===== config.mk =====
export PLATFORM = sky130hd
export DESIGN_NAME = overlay_sched
export DESIGN_NICKNAME = d
export VERILOG_FILES = /design/src/rtl/overlay_sched.sv
export SDC_FILE = /design/constraint.sdc
export NUM_CORES = 1
export LEC_CHECK = 0
export ABC_AREA = 1
export BUFFER_PORTS_ARGS = -buffer_cell sky130_fd_sc_hd__buf_2
export CELL_PAD_IN_SITES_DETAIL_PLACEMENT = 1
export CELL_PAD_IN_SITES_GLOBAL_PLACEMENT = 2
export CORE_ASPECT_RATIO = 0.5
export CORE_MARGIN = 4
export CORE_UTILIZATION = 39
export CTS_BUF_LIST = sky130_fd_sc_hd__clkbuf_4
export DETAILED_ROUTE_END_ITERATION = 10
export PLACE_DENSITY = 0.87
export RECOVER_POWER = 25
export SETUP_SLACK_MARGIN = 0.05
export SYNTH_ARGS = -nofsm -noshare
export SYNTH_HDL_FRONTEND = slang
export SYNTH_SLANG_ARGS = --single-unit

===== constraint.sdc =====
create_clock -name clk_i -period 4.8 [get_ports clk_i]
set_clock_uncertainty 0.2 [all_clocks]
set_input_delay 0.96 -clock clk_i [delete_from_list [all_inputs] [get_ports clk_i]]
set_output_delay 0.96 -clock clk_i [all_outputs]
set_load 0.005 [all_outputs]

===== src/rtl/overlay_sched.sv =====
// Overlay mode scheduler: arbitrates host and debounced button mode changes, times the show window.
// Optional SHOW timeout to IDLE is enabled by defining OVERLAY_SCHED_AUTOHIDE_EN.
module overlay_sched #(
    parameter int unsigned MODES    = 8,
    parameter int unsigned DEB_CNT  = 1000000,
    parameter int unsigned COOL_CNT = 1000,
    parameter int unsigned SHOW_CNT = 200000000
) (
    input  logic                     clk_i,
    input  logic                     rst_ni,
    input  logic                     btn_i,
    input  logic                     host_req_i,
    input  logic [$clog2(MODES)-1:0] host_mode_i,
    output logic                     host_ack_o,
    output logic [$clog2(MODES)-1:0] mode_o,
    output logic                     show_o,
    output logic                     busy_o
);
    localparam int unsigned MW = $clog2(MODES);

    typedef enum logic [1:0] {IDLE, COOL, SHOW} state_t;

    state_t        state_q, state_d;
    logic [31:0]   cnt_q, cnt_d;
    logic [MW-1:0] mode_q, mode_d;
    logic [MW-1:0] host_mode_c;
    logic [1:0]    sync_q;
    logic          deb_q, deb_prev_q;
    logic [31:0]   deb_cnt_q;
    logic          btn_pend_q;
    logic          host_take, btn_take, can_accept;
    logic          ack_q, busy_q, show_q;

    if (COOL_CNT == 0 || SHOW_CNT == 0) begin : g_param_check
        $error("overlay_sched: COOL_CNT and SHOW_CNT must be at least 1");
    end

    // Only a non-power-of-two mode count can see out-of-range host requests.
    if ((2 ** MW) > MODES) begin : g_clamp
        assign host_mode_c = (host_mode_i > MW'(MODES - 1)) ? MW'(MODES - 1) : host_mode_i;
    end else begin : g_noclamp
        assign host_mode_c = host_mode_i;
    end

    always_ff @(posedge clk_i or negedge rst_ni) begin
        if (!rst_ni) begin
            sync_q     <= '0;
            deb_q      <= 1'b0;
            deb_prev_q <= 1'b0;
            deb_cnt_q  <= '0;
            btn_pend_q <= 1'b0;
        end else begin
            sync_q     <= {sync_q[0], btn_i};
            deb_prev_q <= deb_q;
            if (sync_q[1] != deb_q) begin
                if (deb_cnt_q == DEB_CNT - 1) begin
                    deb_q     <= sync_q[1];
                    deb_cnt_q <= '0;
                end else begin
                    deb_cnt_q <= deb_cnt_q + 32'd1;
                end
            end else begin
                deb_cnt_q <= '0;
            end
            // A new rising edge wins over a same-cycle service so it is not lost.
            btn_pend_q <= (btn_pend_q & ~btn_take) | (deb_q & ~deb_prev_q);
        end
    end

    always_comb begin
        state_d    = state_q;
        cnt_d      = cnt_q;
        mode_d     = mode_q;
        host_take  = 1'b0;
        btn_take   = 1'b0;
        can_accept = (state_q != COOL);
        if (can_accept && host_req_i) begin
            host_take = 1'b1;
            mode_d    = host_mode_c;
        end else if (can_accept && btn_pend_q) begin
            btn_take = 1'b1;
            mode_d   = (mode_q == MW'(MODES - 1)) ? '0 : mode_q + 1'b1;
        end
        if (host_take || btn_take) begin
            state_d = COOL;
            cnt_d   = '0;
        end else begin
            case (state_q)
                COOL: begin
                    if (cnt_q == COOL_CNT - 1) begin
                        state_d = SHOW;
                        cnt_d   = '0;
                    end else begin
                        cnt_d = cnt_q + 32'd1;
                    end
                end
`ifdef OVERLAY_SCHED_AUTOHIDE_EN
                SHOW: begin
                    if (cnt_q == SHOW_CNT - 1) begin
                        state_d = IDLE;
                        cnt_d   = '0;
                    end else begin
                        cnt_d = cnt_q + 32'd1;
                    end
                end
`endif
                default: ;
            endcase
        end
    end

    always_ff @(posedge clk_i or negedge rst_ni) begin
        if (!rst_ni) begin
            state_q <= SHOW;
            cnt_q   <= '0;
            mode_q  <= '0;
            ack_q   <= 1'b0;
            busy_q  <= 1'b0;
            show_q  <= 1'b1;
        end else begin
            state_q <= state_d;
            cnt_q   <= cnt_d;
            mode_q  <= mode_d;
            ack_q   <= host_take;
            busy_q  <= (state_d == COOL);
            show_q  <= (state_d != IDLE);
        end
    end

    assign host_ack_o = ack_q;
    assign mode_o     = mode_q;
    assign busy_o     = busy_q;
    assign show_o     = show_q;
endmodule


==> summary.md <==
| Metric | Value |
|---|---|
| Status | `finished with violations` |
| Violated checks | `capacitance limit, slew limit` |
| Number of flops mapped to enable cells by yosys | `0` |
| Worst-Margin Slew | `2.05 ns` |
| Vias in the first global route | `4770` |
| CTS max path bufs | `2` |
| GR Layer Usage met3 | `3.85%` |
| Top FF cell, synth | `dfrtp_1` |
| Crit path DAT | `2.96 ns` |
| Leakage | `2.35 nW` |
| DRT Wirelength | `14500 um` |
| Yosys cell types | `30` |
| NumNets Final | `761` |
| Clk sink count | `77` |
| CP delay by family, top | `simple AND/OR/NAND/NOR gates` |
| GR peak layer | `met2` |
| CTS tree | `yes` |
| Final setup violation count | `0` |
| Worst Min Path Start | `sync_q[0]` |
| GRT Total Usage | `21.8%` |
| CP startpoint | `host_req_i` |
| YS warnings | `0` |
| Core Area | `0.0120 sq mm` |
| Min cycle time layout | `2.79 ns` |
| VDD IR-drop max | `0.121 mV` |
| CTS buffer count | `9` |
| DP HPWL | `11200 um` |
| Die ar. | `0.0144 sq mm` |
| Critical Path Slowest Stage Cell | `nand2_1` |
| Diode count | `0` |
| CP cell instances | `clkbuf_1 > nor2_1 > nand2_1 > inv_2 > nor2_4 > nand2_1 > xor2_1 > nor2_1` |
| Setup crit end kind | `flop` |
| Register area | `0.00193 sq mm` |
| Vert. Die Dim | `86.8 um` |
| Relative slew slack | `-36.7%` |
| Fraction of layout cells with a size suffix above 1 | `5.70%` |
| Final slew viol count | `78` |
| Hold Crit Class | `reg -> reg` |
| Met1 usage | `30.9%` |
| Initial core utilization | `40.4%` |
| Syn Inst Count | `735` |
| Fin. Hold Viols | `0` |
| # H-tree levels | `3` |
| F_max | `358 MHz` |
| CTS Root Cell | `clkbuf_4` |
| Final ANT Viol Nets | `0` |
| Buffers on Ports | `12` |
| GR Overflow Total | `0` |
| Fin cells | `920` |
| Area of the multi-input gates | `0.00256 sq mm` |
| Post-CTS setup buffer count | `0` |
| Layout area overhead | `7.65%` |
| Largest net degree at the start of global routing | `78` |
| Final worst path period share | `58.2%` |
| Post-Syn Nets | `746` |
| Placed Cells incl. Taps | `904` |
| CTS-repair resized insts | `0` |
| Sequential share of the synthesized area | `39.9%` |
| Post-synthesis instance area | `0.00484 sq mm` |
| DR WL/cell | `15.8 um` |
| Residual DRC | `0` |
| Via density | `5.04` |
| Die W | `166 um` |
| Async SR Flop Fraction | `100%` |
| Max-cap check violation count | `1` |
| GPL Wtd Cong | `0.823` |
| # fillers | `1648` |
| Mean post-synth cell area | `6.58 sq um` |
| Max incr delay on CP | `0.65 ns` |
| Cell row count | `28` |
| Clk_lat worst skew | `0.46 ns` |
| Via count | `4638` |
| WP buf/inv | `2` |
| Pwr Density | `221 mW/mm^2` |
| RSZ-0062 raised after global routing | `no` |
| Clock transition at path regs | `0.12 ns` |
| Number of DRC markers in iteration 0 | `276` |
| #FFs+latches synth | `77` |
| CP Max Fanout | `22` |
| Power Total | `0.00115 W` |
| Top Ports | `13` |
| CP required | `4.96 ns` |
| First-pass GRT wire length | `24500 um` |
| Hold_buf cts | `0` |
| Util after Layout | `43.5%` |
| Initial antenna violation count | `0` |
| Final TNS setup | `0 ns` |
| Reg-to-Reg Start | `state_q[1]` |
| Critical path type | `in -> reg` |
| Crit start category | `input pin` |
| DRT Pass-1 Iters | `4` |
| GRT met2 Usage | `36.0%` |
## path summary, 6_finish.rpt
kind / slack (ns) / to / cells after the start
max in group asynchronous: 2.30 / deb_cnt_q[30] / 1
max reg2reg: 2.08 / cnt_q[15] / 8
min reg2reg: 0.19 / sync_q[1] / 0
max: 2.01 / cnt_q[15] / 8
min in group asynchronous: 0.85 / cnt_q[28] / 1
min: 0.19 / sync_q[1] / 0
## kinds of logic after synthesis
family / after synthesis / share of synthesized area (%)
DFF: 77 / 39.9
adders and majority gates: 4 / 1.03
and+or+nand+nor: 519 / 44.6
buffers and inverters: 86 / 7.26
xor gates and xnor gates: 22 / 3.98
AOI/OAI and AO/OA: 27 / 3.23
## registers in the layout, summed over array words and instances, names as in the netlist
register / count
mode_o: 3
host_ack_o: 1
deb_prev_q: 1
sync_q: 2
state_q: 2
deb_q: 1
btn_pend_q: 1
busy_o: 1
cnt_q: 32
deb_cnt_q: 32
show_o: 1
## cells in the mapped netlist (5+ instances only)
master / n / area [sq um]
a21oi_1: 5 / 25.0
dfrtp_1: 75 / 1880
inv_1: 77 / 289
nand2_1: 241 / 905
nand3_1: 52 / 260
nand4_1: 20 / 125
nor2_1: 165 / 619
nor2_2: 9 / 56.3
nor3_1: 20 / 100
o21ai_0: 16 / 80.1
xnor2_1: 7 / 61.3
xor2_1: 15 / 131
## metrics by stage
stage | area [sq um] | worst slack (ns) | hold WS (ns)
5_1_grt | 5210 | 1.81 | 0.197
4_1_cts | 5210 | 2.03 | 0.190
2_1_floorplan | 4840 | 2.76 | 0.131
6_report | 5210 | 2.01 | 0.185
3_3_place_gp | 5050 | 1.66 | 0.136
3_5_place_dp | 5050 | 1.55 | 0.152
## routing by layer
| metal | wire [um] | vias up |
|---|---|---|
| met5 | 0 | - |
| met3 | 382 | 7 |
| met2 | 6610 | 48 |
| met1 | 7470 | 2257 |
| li1 | - | 2326 |
| met4 | 72 | 0 |
## layout by cell type, fill, tap and decap left out, types with 3 or more instances in the layout
| cell type | count |
|---|---|
| ha_1 | 4 |
| xnor2_1 | 7 |
| clkbuf_4 | 10 |
| nand4_1 | 20 |
| and3_1 | 3 |
| nor2_4 | 3 |
| nand3_1 | 52 |
| nor3_1 | 20 |
| nor2_1 | 165 |
| nand2_1 | 241 |
| nor2_2 | 9 |
| xor2_1 | 15 |
| buf_2 | 10 |
| inv_1 | 77 |
| dfrtp_1 | 75 |
| a21oi_1 | 5 |
| o21ai_0 | 16 |
## final cells by class
| cell class | instances | share of cell area (%) |
|---|---|---|
| clock buffer | 10 | 1.44 |
| sequential | 77 | 37.0 |
| timing repair buffer | 12 | 1.13 |
| clock inverter | 6 | 1.71 |
| tap | 165 | 3.96 |
| inverter | 78 | 5.62 |
| multi-input combinational | 572 | 49.1 |
## power by group
part	total, W	internal [W]	switching, W
combinational	0.0000325	0.00000719	0.0000253
sequential	0.000658	0.000654	0.00000403
clock	0.000463	0.000217	0.000246
Note: power is estimated with default switching activity, not from simulation.
